===== src/rtl/gc_dram_pkg.sv =====
// rtl/gc_dram_pkg.sv - shared types, default sizes and address-split helpers for the gain-cell DRAM controller
package gc_dram_pkg;

   localparam int DEF_NUM_BANKS    = 8;
   localparam int DEF_ROWS         = 128;
   localparam int DEF_WIDTH        = 64;
   localparam int DEF_REF_INTERVAL = 64;

   typedef enum logic [1:0] {
      ST_IDLE   = 2'd0,
      ST_REF_RD = 2'd1,
      ST_REF_WR = 2'd2
   } state_e;

   // Flat address layout is {bank, row}; callers truncate the result to their field width.
   function automatic int unsigned bank_of(input logic [31:0] addr, input int unsigned row_w);
      return int'(addr >> row_w);
   endfunction

   function automatic int unsigned row_of(input logic [31:0] addr, input int unsigned row_w);
      return int'(addr & ((32'd1 << row_w) - 32'd1));
   endfunction

endpackage


===== src/rtl/gc_dram_refresh_timer.sv =====
// rtl/gc_dram_refresh_timer.sv - refresh interval counter, pending flag and row pointer
module gc_dram_refresh_timer
   import gc_dram_pkg::*;
#(
   parameter int  ROWS         = DEF_ROWS,
   parameter int  REF_INTERVAL = DEF_REF_INTERVAL,
   localparam int ROW_W        = $clog2(ROWS)
) (
   input  logic             clk,
   input  logic             rst,
   input  logic             ref_ack,
   input  logic             row_inc,
   output logic             ref_tick,
   output logic             ref_pending,
   output logic [ROW_W-1:0] ref_row
);

   localparam int CNT_W = $clog2(REF_INTERVAL);

   logic [CNT_W-1:0] cnt_q, cnt_d;
   logic             pending_q, pending_d;
   logic [ROW_W-1:0] row_q, row_d;

   assign ref_tick    = (cnt_q == CNT_W'(REF_INTERVAL - 1));
   assign ref_pending = pending_q;
   assign ref_row     = row_q;

   // A tick seen while the controller is idle is consumed on the same edge, so the
   // flag only persists when the controller cannot start a refresh straight away.
   always_comb begin
      cnt_d     = ref_tick ? '0 : cnt_q + CNT_W'(1);
      pending_d = (pending_q | ref_tick) & ~ref_ack;
      row_d     = row_inc ? row_q + ROW_W'(1) : row_q;
   end

   always_ff @(posedge clk) begin
      if (rst) begin
         cnt_q     <= '0;
         pending_q <= 1'b0;
         row_q     <= '0;
      end else begin
         cnt_q     <= cnt_d;
         pending_q <= pending_d;
         row_q     <= row_d;
      end
   end

endmodule


===== src/rtl/gc_dram_refresh_ctrl.sv =====
// rtl/gc_dram_refresh_ctrl.sv - banked gain-cell DRAM controller: address decode, 2-cycle reads with bypass, row refresh
module gc_dram_refresh_ctrl
   import gc_dram_pkg::*;
#(
   parameter int  NUM_BANKS    = DEF_NUM_BANKS,
   parameter int  ROWS         = DEF_ROWS,
   parameter int  WIDTH        = DEF_WIDTH,
   parameter int  REF_INTERVAL = DEF_REF_INTERVAL,
   localparam int BANK_W       = $clog2(NUM_BANKS),
   localparam int ROW_W        = $clog2(ROWS),
   localparam int ADDR_W       = BANK_W + ROW_W
) (
   input  logic                       clk,
   input  logic                       rst,
   input  logic                       we,
   input  logic                       re,
   input  logic [ADDR_W-1:0]          waddr,
   input  logic [ADDR_W-1:0]          raddr,
   input  logic [WIDTH-1:0]           in,
   output logic                       ready,
   output logic [WIDTH-1:0]           rd,
   output logic                       rd_valid,
   output logic                       ref_busy,
   output logic [NUM_BANKS-1:0]       mem_we,
   output logic [NUM_BANKS-1:0]       mem_re,
   output logic [ROW_W-1:0]           mem_waddr,
   output logic [ROW_W-1:0]           mem_raddr,
   output logic [NUM_BANKS*WIDTH-1:0] mem_wdata,
   input  logic [NUM_BANKS*WIDTH-1:0] mem_rd
);

   state_e             state_q, state_d;
   logic               ref_busy_q, ref_busy_d;
   logic               s1_q, s1_d;
   logic [BANK_W-1:0]  bank_q, bank_d;
   logic               byp_q, byp_d;
   logic [WIDTH-1:0]   byp_data_q, byp_data_d;
   logic [WIDTH-1:0]   rd_q, rd_d;
   logic               rd_valid_q, rd_valid_d;

   logic               ref_tick, ref_pending, ref_ack, row_inc;
   logic [ROW_W-1:0]   ref_row;
   logic [BANK_W-1:0]  wbank, rbank;
   logic [ROW_W-1:0]   wrow, rrow;
   logic               acc_w, acc_r;
   logic [WIDTH-1:0]   bank_rd [NUM_BANKS];

   gc_dram_refresh_timer #(
      .ROWS         (ROWS),
      .REF_INTERVAL (REF_INTERVAL)
   ) u_timer (
      .clk         (clk),
      .rst         (rst),
      .ref_ack     (ref_ack),
      .row_inc     (row_inc),
      .ref_tick    (ref_tick),
      .ref_pending (ref_pending),
      .ref_row     (ref_row)
   );

   assign wbank = BANK_W'(bank_of(32'(waddr), ROW_W));
   assign rbank = BANK_W'(bank_of(32'(raddr), ROW_W));
   assign wrow  = ROW_W'(row_of(32'(waddr), ROW_W));
   assign rrow  = ROW_W'(row_of(32'(raddr), ROW_W));

   assign ready = (state_q == ST_IDLE) && !ref_pending && !rst;
   assign acc_w = ready && we;
   assign acc_r = ready && re;

   assign rd       = rd_q;
   assign rd_valid = rd_valid_q;
   assign ref_busy = ref_busy_q;

   always_comb begin
      for (int b = 0; b < NUM_BANKS; b++) begin
         bank_rd[b] = mem_rd[b*WIDTH +: WIDTH];
      end
   end

   always_comb begin
      state_d    = state_q;
      ref_busy_d = ref_busy_q;
      ref_ack    = 1'b0;
      row_inc    = 1'b0;
      unique case (state_q)
         ST_IDLE: begin
            if (ref_pending || ref_tick) begin
               state_d    = ST_REF_RD;
               ref_busy_d = 1'b1;
               ref_ack    = 1'b1;
            end
         end
         ST_REF_RD: state_d = ST_REF_WR;
         ST_REF_WR: begin
            state_d    = ST_IDLE;
            ref_busy_d = 1'b0;
            row_inc    = 1'b1;
         end
         default: state_d = ST_IDLE;
      endcase
   end

   // Refresh write-back takes each bank's own read data from the previous cycle.
   always_comb begin
      mem_we    = '0;
      mem_re    = '0;
      mem_waddr = wrow;
      mem_raddr = rrow;
      if (state_q == ST_REF_RD) begin
         mem_re    = '1;
         mem_raddr = ref_row;
      end else if (state_q == ST_REF_WR) begin
         mem_we    = '1;
         mem_waddr = ref_row;
      end else begin
         if (acc_w) mem_we = NUM_BANKS'(1) << wbank;
         if (acc_r) mem_re = NUM_BANKS'(1) << rbank;
      end
      if (rst) begin
         mem_we = '0;
         mem_re = '0;
      end
      for (int b = 0; b < NUM_BANKS; b++) begin
         mem_wdata[b*WIDTH +: WIDTH] = (state_q == ST_REF_WR) ? bank_rd[b] : in;
      end
   end

   always_comb begin
      s1_d       = acc_r;
      bank_d     = rbank;
      byp_d      = acc_r && acc_w && (raddr == waddr);
      byp_data_d = in;
      rd_valid_d = s1_q;
      rd_d       = rd_q;
      if (s1_q) rd_d = byp_q ? byp_data_q : bank_rd[bank_q];
   end

   always_ff @(posedge clk) begin
      if (rst) begin
         state_q    <= ST_IDLE;
         ref_busy_q <= 1'b0;
         s1_q       <= 1'b0;
         bank_q     <= '0;
         byp_q      <= 1'b0;
         byp_data_q <= '0;
         rd_q       <= '0;
         rd_valid_q <= 1'b0;
      end else begin
         state_q    <= state_d;
         ref_busy_q <= ref_busy_d;
         s1_q       <= s1_d;
         bank_q     <= bank_d;
         byp_q      <= byp_d;
         byp_data_q <= byp_data_d;
         rd_q       <= rd_d;
         rd_valid_q <= rd_valid_d;
      end
   end

endmodule


===== config.mk =====
export PLATFORM = sky130hd
export DESIGN_NAME = gc_dram_refresh_ctrl
export DESIGN_NICKNAME = d
export VERILOG_FILES = /design/src/rtl/gc_dram_pkg.sv /design/src/rtl/gc_dram_refresh_timer.sv /design/src/rtl/gc_dram_refresh_ctrl.sv
export SDC_FILE = /design/constraint.sdc
export NUM_CORES = 1
export LEC_CHECK = 0
export ABC_CLOCK_PERIOD_IN_PS = 1800
export CAP_MARGIN = 20
export CORE_AREA = 2 2 477 479
export DETAILED_ROUTE_END_ITERATION = 10
export DIE_AREA = 0 0 479 481
export GPL_ROUTABILITY_DRIVEN = 0
export GPL_TIMING_DRIVEN = 0
export REMOVE_ABC_BUFFERS = 1
export SLEW_MARGIN = 10
export SYNTH_ARGS = -nofsm -noshare
export SYNTH_HDL_FRONTEND = slang
export SYNTH_SLANG_ARGS = --single-unit

===== constraint.sdc =====
create_clock -name clk -period 1.8 [get_ports clk]
set_clock_uncertainty 0.05 [all_clocks]
set_input_delay 0.18 -clock clk [delete_from_list [all_inputs] [get_ports clk]]
set_output_delay 0.18 -clock clk [all_outputs]
set_load 0.1 [all_outputs]

* Yosys cells after proc, flatten, opt, wreduce, memory -nomap -nowiden *
Index checks and enable logic that the tools add are counted.

storage, ports and cells
  memories = 0
  flip-flop bits (word level) = 151
  input bits = 600
  bits in read-only memories = 0
  memory bits (writable) = 0
  latch bits = 0

operators by class
  bitwise gates (word level) = 4
  multipliers = 0
  eq/ne operators = 5
  multiplexer cells = 30
  shift-type cells = 2
  reductions and logical operators = 13
  divide/modulo/power cells = 0
  add/sub/neg operators = 2
  $lt $le $gt $ge = 1

operators with widths
  operator               count
  $mux W64               11
  $bmux W64 S3           1
  $mux W8                8
  $mux W7                3
  $shl A1 B3 Y8 const A  2
  $eq A10 B10 Y1         1
  $add A7 B1 Y7 const B  1
  $add A6 B1 Y6 const B  1
  $eq A6 B6 Y1 const B   1
  $logic_and A1 B1 Y1    6
  $ge A4 B4 Y1 const B   1
  $mux W1                4
  $not A3 Y4             1
  $pmux W2 S2            1
  $eq A2 B1 Y1 const B   1
  $eq A2 B2 Y1 const B   1
  $logic_not A1 Y1       2
  $logic_not A2 Y1       1
  $mux W2                1
  $ne A2 B1 Y1 const B   1
  $pmux W1 S2            1
  $reduce_and A2 Y1      1
  $reduce_bool A2 Y1     1
  $reduce_or A2 Y1       1
  4 further kinds        4

* Depth between registers and ports, before layout *
  depth after elaboration = 8
  mapped depth = 8
  mapped depth without buffers = 5

* Hierarchy *
From an unflattened synthesis, not the netlist that was laid out.

unflattened totals
  cell total of the unflattened synthesis = 1,785
  area, all modules = 15,143.3 µm²

modules (own cells, without submodules)
  module                 instances  cells each  area each (µm²)
  gc_dram_refresh_ctrl   1          1,727       14,604.0
  gc_dram_refresh_timer  1          58          539.3

* Worst setup path before layout *
No wires, ideal clock.

  kind = register to output
  start = reg state_q[0]
  end = out mem_re[0]
  slack = -2.681 ns
  buffers on the path = 0
  data required time = 1.570 ns
  stages on the path, launching flop included = 5
  arrival = 4.251 ns
  cell sequence = dfxtp_1 -> nor4_4 -> and2_2 -> nand2b_1 -> o31ai_1

between the ends
  cells in the longest elaborated chain, start to end = 8

RTL lines
  element                            RTL line                     source
  start, declared                    gc_dram_refresh_ctrl.sv:32   state_e state_q, state_d;
  start signal, assigned             gc_dram_refresh_ctrl.sv:149  state_q <= state_d;
  $logic_not A2 Y1                   gc_dram_refresh_ctrl.sv:66   assign ready = (state_q == ST_IDLE) && !ref_pending && !rst;
  $logic_and A1 B1 Y1 (2 in series)  gc_dram_refresh_ctrl.sv:66
  via ready                          gc_dram_refresh_ctrl.sv:20   output logic ready,
  $logic_and A1 B1 Y1                gc_dram_refresh_ctrl.sv:68   assign acc_r = ready && re;
  $mux W8                            gc_dram_refresh_ctrl.sv:117  if (acc_r) mem_re = NUM_BANKS'(1) << rbank;
  $mux W8                            gc_dram_refresh_ctrl.sv:112  end else if (state_q == ST_REF_WR) begin
  $mux W8                            gc_dram_refresh_ctrl.sv:109  if (state_q == ST_REF_RD) begin
  $mux W8                            gc_dram_refresh_ctrl.sv:119  if (rst) begin
  end, declared                      gc_dram_refresh_ctrl.sv:25   output logic [NUM_BANKS-1:0] mem_re,

The timed path passes the listed nets, and every way through them passes these cells.

* Worst setup path in the final report *
  start = reg state_q[1]
  end = out mem_wdata[348]

between the ends
  cells in the longest elaborated chain, start to end = 2

RTL lines
  element        RTL line                     source
  $eq A2 B2 Y1   gc_dram_refresh_ctrl.sv:124  mem_wdata[b*WIDTH +: WIDTH] = (state_q == ST_REF_WR) ? bank_rd[b] : in;
  $mux W64       gc_dram_refresh_ctrl.sv:124
  end, declared  gc_dram_refresh_ctrl.sv:28   output logic [NUM_BANKS*WIDTH-1:0] mem_wdata,

Every way passes these cells.

==> impl_metrics.json <==
{
  "floorplan.io_pins": 1209,
  "synth_top_cell_by_area": "a21o_1",
  "leakage_nw": 19.0,
  "die_area_mm2": 0.230,
  "maxClockFrequency_mhz": 330,
  "first_pass_grt_wire_length_mm": 285,
  "first_pass_iters": 7,
  "status": "finished, violations left",
  "final_cell_count_no_fill": 6356,
  "cts-htree-levels": 4,
  "placement.cell_area_mm2": 0.0333,
  "die_w_um": 479,
  "finished_core_util": 0.192,
  "area_of_the_placeable_core_mm2": 0.226,
  "synth_area_per_cell_um2": 8.18,
  "ys_flop_type": "dfxtp_1",
  "synth_enable_flop_cells": 0,
  "place_ws_ns": -2.62,
  "power_density_mw_per_mm2": 529,
  "area_delta_synth_final_pct": 198,
  "fillcell_total": 24500,
  "synth_top_cell_area_share": 0.264,
  "worst_slew_pin_slew_ns": 1.20,
  "p_switching_mw": 12.0,
  "num-nets-final": 3865,
  "cts_max_path_buffers": 2,
  "cap_violations": 0,
  "yosys_warning_total": 0,
  "cts.clk_slew.worst_paths_ns": 0.09,
  "initial_core_util": 0.0644,
  "placed_instances": 5965,
  "combPwrFrac": 0.648,
  "detail_route.wl_per_cell_um": 39.3,
  "clock_sink_count": 151,
  "ys_seq_area_frac": 0.208,
  "critPathKind": "flop to output port",
  "rsz_0062_raised_after_global_routing": "true",
  "synthCells": 1778,
  "crit_required_ns": 1.57,
  "first_global_vias": 21900,
  "synth.ff_latch_count": 151,
  "ant_nets": 0,
  "core_rows": 175,
  "holdCritPathClass": "input port to flop",
  "ir_drop_v": 0.000436,
  "multi_input_area_mm2": 0.0119,
  "finalSetupViolCount": 656,
  "groute.usage.overall": 0.197,
  "overflow": 0,
  "cts.root.buffer_cell": "clkbuf_16",
  "synth.most_common_cell": "a21o_1",
  "wl_mm": 250,
  "timing_max_transition_violations_final": 0,
  "netlist-cell-type-count": 44,
  "totalNegativeSetupSlack_ns": -538.04,
  "power_internal_mw": 10.9,
  "die_height_um": 481,
  "drc": 0,
  "async_set_or_reset_flop_fraction_in_the_synthesized_netlist": 0,
  "arrival_ns": 2.80,
  "critical_path_sink_type": "output port",
  "startpoint_type": "flop",
  "postLayoutSetupSlackWorst_ns": -1.23,
  "critical_path_maximum_fanout": 7,
  "slew_headroom": 0.200,
  "grt_start_max_net_pins": 86,
  "p_total_mw": 23.0,
  "ys_top_cells_by_area": "a21o_1, dfxtp_1, mux2i_1",
  "drt-initial-drc-count": 2192,
  "worst_skew_pair.late_latency_ns": 0.55,
  "failed_checks": "negative setup slack",
  "port_buffers": 1208,
  "synth.cell_area_mm2": 0.0145,
  "final_layout_size_suffix_gt1_frac": 0.397,
  "sequential_cell_area_mm2": 0.00304,
  "numCtsBuffers": 17,
  "share_clk_of_total_power": 0.194,
  "antenna_found_initial": 179,
  "num_vias": 24100,
  "synthTopCellsByCount": "a21o_1, mux2i_1, nor2b_1, dfxtp_1, a22oi_1",
  "route.detailed.vias_per_inst": 3.79,
  "dp.final_hpwl_mm": 204,
  "layout_worst_path_cycle_share": 1.68,
  "cts_tree": "built",
  "finalHoldViolations": 0,
  "hold-worst-slack_ns": 0.0920,
  "power_switching_share": 0.524,
  "power.sequential.fraction": 0.157,
  "finish.instance_area_mm2": 0.0434,
  "final_critical_path_time_including_i_o_delays_and_setup_ns": 3.03
}
-- cells by family after synthesis --
group                    Yosys count  synth area share
AO/OA/AOI/OAI                    789             0.388
XOR/XNOR                          19            0.0114
adder cells (fa/ha/maj)            2           0.00172
buffers and inverters            227            0.0787
flip-flops                       151             0.208
multiplexers                     271             0.188
AND/OR/NAND/NOR                  319             0.124
-- flip-flops by register name, summed over array words and instances, names as in the netlist --
name                 cells
byp_data_q              64
rd                      64
u_timer.ref_row          7
u_timer.cnt_q            6
bank_q                   3
state_q                  2
byp_q                    1
rd_valid                 1
rd_valid_d               1
ref_busy                 1
u_timer.ref_pending      1
-- final timing paths --
kind	from	endpoint	slack, ns	cells after the start
max	state_q[1]	mem_wdata[348]	-1.23	12
min	rst	rd[14]	0.09	2
max reg2reg	bank_q[1]	rd[58]	-0.44	6
min reg2reg	u_timer.cnt_q[0]	u_timer.cnt_q[0]	0.42	1
-- power by group through the flow --
stage,clock network [mW],logic [mW],registers [mW]
2_1_floorplan,0,6.56,4.50
3_3_place_gp,0,12.6,3.89
3_5_place_dp,0,13.0,3.72
4_1_cts,4.75,13.2,3.64
5_1_grt,4.73,15.2,3.63
6_report,4.46,14.9,3.61
-- layout by cell type (no fill, tap or decap), drive strengths merged, types with 3 or more instances in the layout --
cell type / netlist / layout
buf: 159 / 972
clkdlybuf4s50: 0 / 648
a21o: 512 / 512
mux2i: 257 / 257
nor2b: 199 / 199
dfxtp: 151 / 151
a22oi: 128 / 128
diode: 0 / 71
nand2: 71 / 71
o22ai: 64 / 64
a21oi: 64 / 64
clkbuf: 66 / 58
clkdlybuf4s15: 0 / 24
nor2: 16 / 16
o21ai: 15 / 15
mux2: 14 / 14
xnor2: 11 / 11
inv: 2 / 9
xor2: 8 / 8
nand2b: 7 / 8
nand4: 6 / 6
clkinvlp: 0 / 4
bufbuf: 0 / 4
and2: 4 / 4
or3: 3 / 3
-- area by class of cell --
type,instances,share of cell area
antenna,71,0.00410
clock buffer,18,0.00989
clock inverter,14,0.00381
inverter,2,0.000173
multi-input combinational,1401,0.275
sequential,151,0.0700
tap,3009,0.0868
timing repair buffer,1690,0.550
-- layer usage --
layer | track usage | vias up | part of all wire
li1 | - | 9567 | -
met1 | 0.207 | 11800 | 0.35
met2 | 0.291 | 2081 | 0.42
met3 | 0.137 | 596 | 0.16
met4 | 0.109 | 92 | 0.067
met5 | 0.00725 | - | 0.0043
-- what timing repair did --
item | in CTS | in global routing
pin swaps | 38 | 131
setup buffers | 60 | 299
resized for setup | 1843 | 1948
hold endpoints to repair | 2 | 0
setup endpoints to repair | 667 | 664
hold buffers | 2 | 0
gates cloned | 36 | 36
-- critical path, stage by stage, from the launching register on --
cell,delay (ns)
dfxtp_4,0.35
nor2b_4,0.15
clkbuf_16,0.17
buf_16,0.14
buf_16,0.14
buf_16,0.14
buf_16,0.15
buf_16,0.16
buf_16,0.15
nor2b_4,0.16
buf_6,0.15
a21o_1,0.15
buf_12,0.19
Power figures use the tool's default switching activity.
